===== config.mk =====
export PLATFORM = sky130hd
export DESIGN_NAME = instr_fetch
export DESIGN_NICKNAME = d
export VERILOG_FILES = /design/src/rtl/scpu_pkg.sv /design/src/rtl/instr_fetch.sv
export SDC_FILE = /design/constraint.sdc
export NUM_CORES = 1
export LEC_CHECK = 0
export ABC_AREA = 1
export BUFFER_PORTS_ARGS = -buffer_cell sky130_fd_sc_hd__buf_4
export CAP_MARGIN = 20
export CORE_ASPECT_RATIO = 1.4
export CORE_MARGIN = 10
export CORE_UTILIZATION = 35
export CTS_BUF_LIST = sky130_fd_sc_hd__clkbuf_8
export CTS_CLUSTER_DIAMETER = 60
export CTS_CLUSTER_SIZE = 8
export DETAILED_ROUTE_END_ITERATION = 10
export MAX_ROUTING_LAYER = met4
export PLACE_DENSITY = 0.59
export SYNTH_ARGS = -nofsm -noshare
export SYNTH_HDL_FRONTEND = slang
export SYNTH_SLANG_ARGS = --single-unit

===== constraint.sdc =====
create_clock -name clk -period 1.98 [get_ports clk]
set_input_delay 0.099 -clock clk [delete_from_list [all_inputs] [get_ports clk]]
set_output_delay 0.099 -clock clk [all_outputs]
set_load 0.02 [all_outputs]

===== src/rtl/scpu_pkg.sv =====
// Shared definitions for the small CPU front end: fetch FSM states and opcode length decode.
// Latency: n/a (types, constants and a pure function only).
// Backpressure: n/a.
package scpu_pkg;

  typedef enum logic [2:0] {
    S_IDLE = 3'd0,
    S_REQ  = 3'd1,
    S_OP   = 3'd2,
    S_B1   = 3'd3,
    S_B2   = 3'd4,
    S_OUT  = 3'd5
  } fetch_state_t;

  // Opcode bits that encode the instruction byte length.
  localparam int OPC_LEN_MSB = 7;
  localparam int OPC_LEN_LSB = 6;

  // 00 -> 1 byte, 01 -> 2 bytes, 10 -> 3 bytes, 11 (reserved) -> 1 byte.
  function automatic logic [1:0] instr_len(input logic [7:0] opcode);
    logic [1:0] fld;
    fld = opcode[OPC_LEN_MSB:OPC_LEN_LSB];
    case (fld)
      2'b01:   instr_len = 2'd2;
      2'b10:   instr_len = 2'd3;
      default: instr_len = 2'd1;
    endcase
  endfunction

endpackage


===== src/rtl/instr_fetch.sv =====
// Fetches 1-3 byte instructions from 8-bit program memory and presents them as one bundle.
// Latency: S_REQ entry to ins_valid is 2/3/4 cycles for 1/2/3-byte instructions.
// Backpressure: bundle and PC hold in S_OUT while ins_ready=0; no memory reads are issued.
module instr_fetch
  import scpu_pkg::*;
#(
  parameter int                ADDR_W   = 16,
  parameter logic [ADDR_W-1:0] RESET_PC = '0
) (
  input  logic              clk,
  input  logic              rst_n,
  input  logic              en,
  output logic [ADDR_W-1:0] mem_addr,
  output logic              mem_r,
  input  logic [7:0]        mem_rdata,
  input  logic              redirect,
  input  logic [ADDR_W-1:0] redirect_addr,
  output logic              ins_valid,
  input  logic              ins_ready,
  output logic [7:0]        ins_opcode,
  output logic [7:0]        ins_op1,
  output logic [7:0]        ins_op2,
  output logic [1:0]        ins_len,
  output logic [ADDR_W-1:0] ins_pc,
  output logic [ADDR_W-1:0] pc
);

  localparam logic [ADDR_W-1:0] PC_ONE = {{(ADDR_W-1){1'b0}}, 1'b1};

  fetch_state_t      state_q, state_d;
  logic [ADDR_W-1:0] pc_q, pc_d;
  logic [ADDR_W-1:0] pc_inc;
  logic [7:0]        opcode_q, opcode_d;
  logic [7:0]        op1_q, op1_d;
  logic [7:0]        op2_q, op2_d;
  logic [1:0]        len_q, len_d;
  logic [ADDR_W-1:0] ins_pc_q, ins_pc_d;
  logic [1:0]        rdata_len;

  // PC increment wraps naturally modulo 2**ADDR_W.
  assign pc_inc    = pc_q + PC_ONE;
  assign rdata_len = instr_len(mem_rdata);

  // Next-state, PC, bundle capture and memory request generation.
  always_comb begin
    state_d  = state_q;
    pc_d     = pc_q;
    opcode_d = opcode_q;
    op1_d    = op1_q;
    op2_d    = op2_q;
    len_d    = len_q;
    ins_pc_d = ins_pc_q;
    mem_r    = 1'b0;
    mem_addr = pc_q;

    if (redirect) begin
      // Redirect wins everywhere: drop partial bytes, issue no read this cycle.
      // A handshake in the same cycle still completes since ins_valid is state-based.
      pc_d    = redirect_addr;
      state_d = en ? S_REQ : S_IDLE;
    end else begin
      case (state_q)
        S_IDLE: begin
          if (en) state_d = S_REQ;
        end
        S_REQ: begin
          mem_r   = 1'b1;
          state_d = S_OP;
        end
        S_OP: begin
          opcode_d = mem_rdata;
          op1_d    = 8'h00;
          op2_d    = 8'h00;
          len_d    = rdata_len;
          ins_pc_d = pc_q;
          pc_d     = pc_inc;
          if (rdata_len > 2'd1) begin
            mem_r    = 1'b1;
            mem_addr = pc_inc;
            state_d  = S_B1;
          end else begin
            state_d = S_OUT;
          end
        end
        S_B1: begin
          op1_d = mem_rdata;
          pc_d  = pc_inc;
          if (len_q == 2'd3) begin
            mem_r    = 1'b1;
            mem_addr = pc_inc;
            state_d  = S_B2;
          end else begin
            state_d = S_OUT;
          end
        end
        S_B2: begin
          op2_d   = mem_rdata;
          pc_d    = pc_inc;
          state_d = S_OUT;
        end
        S_OUT: begin
          if (ins_ready) state_d = en ? S_REQ : S_IDLE;
        end
        default: state_d = S_IDLE;
      endcase
    end
  end

  // State, PC and bundle registers.
  always_ff @(posedge clk or negedge rst_n) begin
    if (!rst_n) begin
      state_q  <= S_IDLE;
      pc_q     <= RESET_PC;
      opcode_q <= 8'h00;
      op1_q    <= 8'h00;
      op2_q    <= 8'h00;
      len_q    <= 2'd0;
      ins_pc_q <= '0;
    end else begin
      state_q  <= state_d;
      pc_q     <= pc_d;
      opcode_q <= opcode_d;
      op1_q    <= op1_d;
      op2_q    <= op2_d;
      len_q    <= len_d;
      ins_pc_q <= ins_pc_d;
    end
  end

  assign ins_valid  = (state_q == S_OUT);
  assign ins_opcode = opcode_q;
  assign ins_op1    = op1_q;
  assign ins_op2    = op2_q;
  assign ins_len    = len_q;
  assign ins_pc     = ins_pc_q;
  assign pc         = pc_q;

endmodule

==> flow_summary.yaml <==
status:
  status: "complete, no violations"
detailed_routing:
  vias_per_cell: 4.93
  via_count: 3242
  drtIter0Drc: 116
  wirelength_um: 10800
  ant_nets: 0
  routedWlPerCell_um: 16.4
  drt_pre_antenna_iters: 6
  drc: 0
timing:
  fmax_ghz: 0.534
  tightest_slew_ns: 0.805
  period_share_pct: 94.5
  finalHoldViolations: 0
  tns_ns: 0
  skew_ns: 0.0144
  fin_crit_ns: 1.87
  rsz0062_at_grt: "true"
  maxSlewHeadroom_pct: 46.3
  fin_ws_ns: 0.109
  finalMaxSlewViolations: 0
  setup_viol: 0
global_routing:
  antenna_found_initial: 0
  grt_pass1_wl_um: 17700
  grt_util_all_layers_pct: 16.9
  grt_max_degree: 62
  grt_pass1_vias: 3465
  grt_overflow: 0
die:
  die_h_um: 133
  fp-row-count: 41
  core_sq_mm: 0.00898
  start_util_pct: 35.6
  dieArea_sq_mm: 0.0134
  io_pins: 105
  die_width_um: 101
logic_synthesis:
  synth_ff_type: "dfrtp_1"
  syn_inst: 422
  ys_ff_latch: 61
  synth_edf_count: 0
  ys_seq_area_share_pct: 47.7
  syn_nets: 453
  ys_async_sr_fraction_pct: 100
  syn_area_sq_mm: 0.00320
  synth_cell_type_count: 28
  syn_avg_cell_area_sq_um: 7.58
  ys.warnings.count: 0
clock_tree:
  root_buffer: "clkbuf_8"
  path_clk_slew_ns: 0.08
  cts_num_sinks: 61
  cts_buffer_depth: 2
  clock_latency_ns: 0.34
  cts_tree: "done"
  htreeDepth: 3
  cts_buffers: 9
worst_hold_path:
  hp-class: "input port to register"
  min_from: "redirect_addr[1]"
cells_and_area:
  syn_to_final_growth_pct: 43.4
  diodes: 0
  nNetsFinal: 578
  drive_above_1_share_pct: 28.7
  fill_cells: 865
  finish.instance_area_sq_mm: 0.00458
  final_cells: 658
worst_setup_path:
  reg2reg_from: "state_q[2]$_DFFE_PN0P_"
  critPathMaxFanout: 5
  crit_start: "pc[0]$_DFFE_PN0P_"
  cp.arrival_ns: 1.77
  cp-start-kind: "register"
  critical_path_class: "register to output port"
  end_kind: "output port"
  cp_data_required_time_ns: 1.88
power:
  p_per_area_mw_per_mm2: 1400
  vdd_drop_max_uv: 688
  total_power_w: 0.00642
  p_leak_nw: 2.37
place:
  place_inst: 625
  placed_area_sq_mm: 0.00408
  hpwl_um: 7950
  pre_cts_slack_ns: 0.298
  numPortBuffers: 104
  routabilityCongestion: 0.918
job:
  cap_violations: 0
-- repair_timing --
item,in CTS,in global routing
cloned,0,0
setup buffers,0,2
setup endpoints to repair,16,17
hold endpoints to repair,76,0
resized for setup,8,18
hold buffers,16,0
pin swaps,0,3
-- logic make-up after synthesis --
family	count (synthesis)	synth area share [%]
AND/OR/NAND/NOR	220	29.3
XOR/XNOR	6	1.64
adder cells (fa/ha/maj)	2	0.783
flip-flops	61	47.7
AO/OA/AOI/OAI	76	12.6
buffers and inverters	57	7.95
-- power by group --
group          internal [W]  leakage (nW)  switching (W)
combinational       0.00116          1.47        0.00175
sequential          0.00172         0.765       0.000389
clock              0.000897         0.125       0.000504
total               0.00378          2.37        0.00264
-- synthesized netlist by cell type, types with 4 or more instances --
master / number / area [sq um]
nand2_1: 146 / 548
dfrtp_1: 61 / 1530
o21ai_0: 58 / 290
inv_1: 41 / 154
nand3_1: 32 / 160
nor2_1: 24 / 90.1
o21ai_1: 11 / 55.1
nand4_1: 6 / 37.5
xor2_1: 6 / 52.6
buf_2: 5 / 25.0
clkbuf_1: 5 / 18.8
buf_6: 4 / 45.0
-- worst max-delay path, stage by stage, from the launching register on --
cell     delay [ns]
dfrtp_1        0.41
ha_2           0.22
nand2_2        0.11
nor2_4         0.17
nand2_1        0.07
nand2_1        0.08
nand2_1        0.06
o21ai_1        0.14
buf_4          0.16
-- flip-flops by register name (all words and copies together) (netlist names) --
name,count
ins_op1,8
ins_len,2
state_q,3
ins_opcode,8
ins_op2,8
pc,16
ins_pc,16
-- worst paths after layout --
kind | cells after the start | slack (ns) | to
hold reg to reg | 2 | 0.49 | ins_opcode[6]$_DFFE_PN0P_
setup / recovery | 8 | 0.11 | mem_addr[8]
min in group asynchronous | 2 | 0.38 | ins_pc[1]$_DFFE_PN0P_
max in group asynchronous | 2 | 1.00 | pc[1]$_DFFE_PN0P_
setup reg to reg | 6 | 0.38 | ins_op2[4]$_DFFE_PN0P_
hold / removal | 3 | 0.04 | pc[1]$_DFFE_PN0P_
-- layer usage --
layer | vias up | track usage, % | wire (um)
met3 | 10 | 5.26 | 744
met1 | 1514 | 19.1 | 4370
li1 | 1607 | - | -
met4 | 0 | 6.06 | 157
met2 | 111 | 27.3 | 5520
met5 | - | - | 0
-- placed cells by master, fill, tap and decap left out --
| cell | Yosys | final |
|---|---|---|
| nand2_1 | 146 | 144 |
| buf_4 | 1 | 112 |
| o21ai_0 | 58 | 56 |
| dfrtp_1 | 61 | 54 |
| inv_1 | 41 | 41 |
| nand3_1 | 32 | 30 |
| nor2_1 | 24 | 21 |
| dlygate4sd3_1 | 0 | 16 |
| o21ai_1 | 11 | 11 |
| clkbuf_8 | 0 | 11 |
| dfrtp_2 | 0 | 7 |
| nand4_1 | 6 | 6 |
| nor2_4 | 1 | 5 |
| xor2_1 | 6 | 5 |
| nand2_2 | 3 | 4 |
| o211ai_1 | 3 | 3 |
| bufinv_16 | 0 | 3 |
| nand3_2 | 1 | 2 |
| nor2_2 | 3 | 2 |
| nand3_4 | 1 | 2 |
| o21ai_2 | 0 | 2 |
| inv_2 | 1 | 1 |
| nand2_4 | 0 | 1 |
| nand3b_2 | 1 | 1 |
| xor2_2 | 0 | 1 |
| nor3_1 | 1 | 1 |
| a21oi_1 | 1 | 1 |
| a21oi_4 | 1 | 1 |
| a31oi_1 | 1 | 1 |
| nand3b_1 | 1 | 1 |
| o31ai_1 | 1 | 1 |
| ha_2 | 0 | 1 |
| ha_1 | 2 | 1 |
| clkinv_2 | 0 | 1 |
| buf_12 | 0 | 1 |
-- through the flow --
step                util, %  hold slack (ns)
floorplan                 -           -0.197
global route           51.1           0.0196
CTS                    50.3           0.0241
global placement       45.4            0.241
finish                 51.1           0.0386
detailed placement     45.4            0.246
-- layout make-up --
class                      instances  area (sq um)  share of cell area, %
multi-input combinational        304          1490                   32.5
timing repair buffer             129          1020                   22.3
tap                              107           134                   2.92
clock buffer                      11           151                   3.30
sequential                        61          1540                   33.5
clock inverter                     4          95.1                   2.07
inverter                          42           158                   3.44
(Power assumes the default switching activity.)
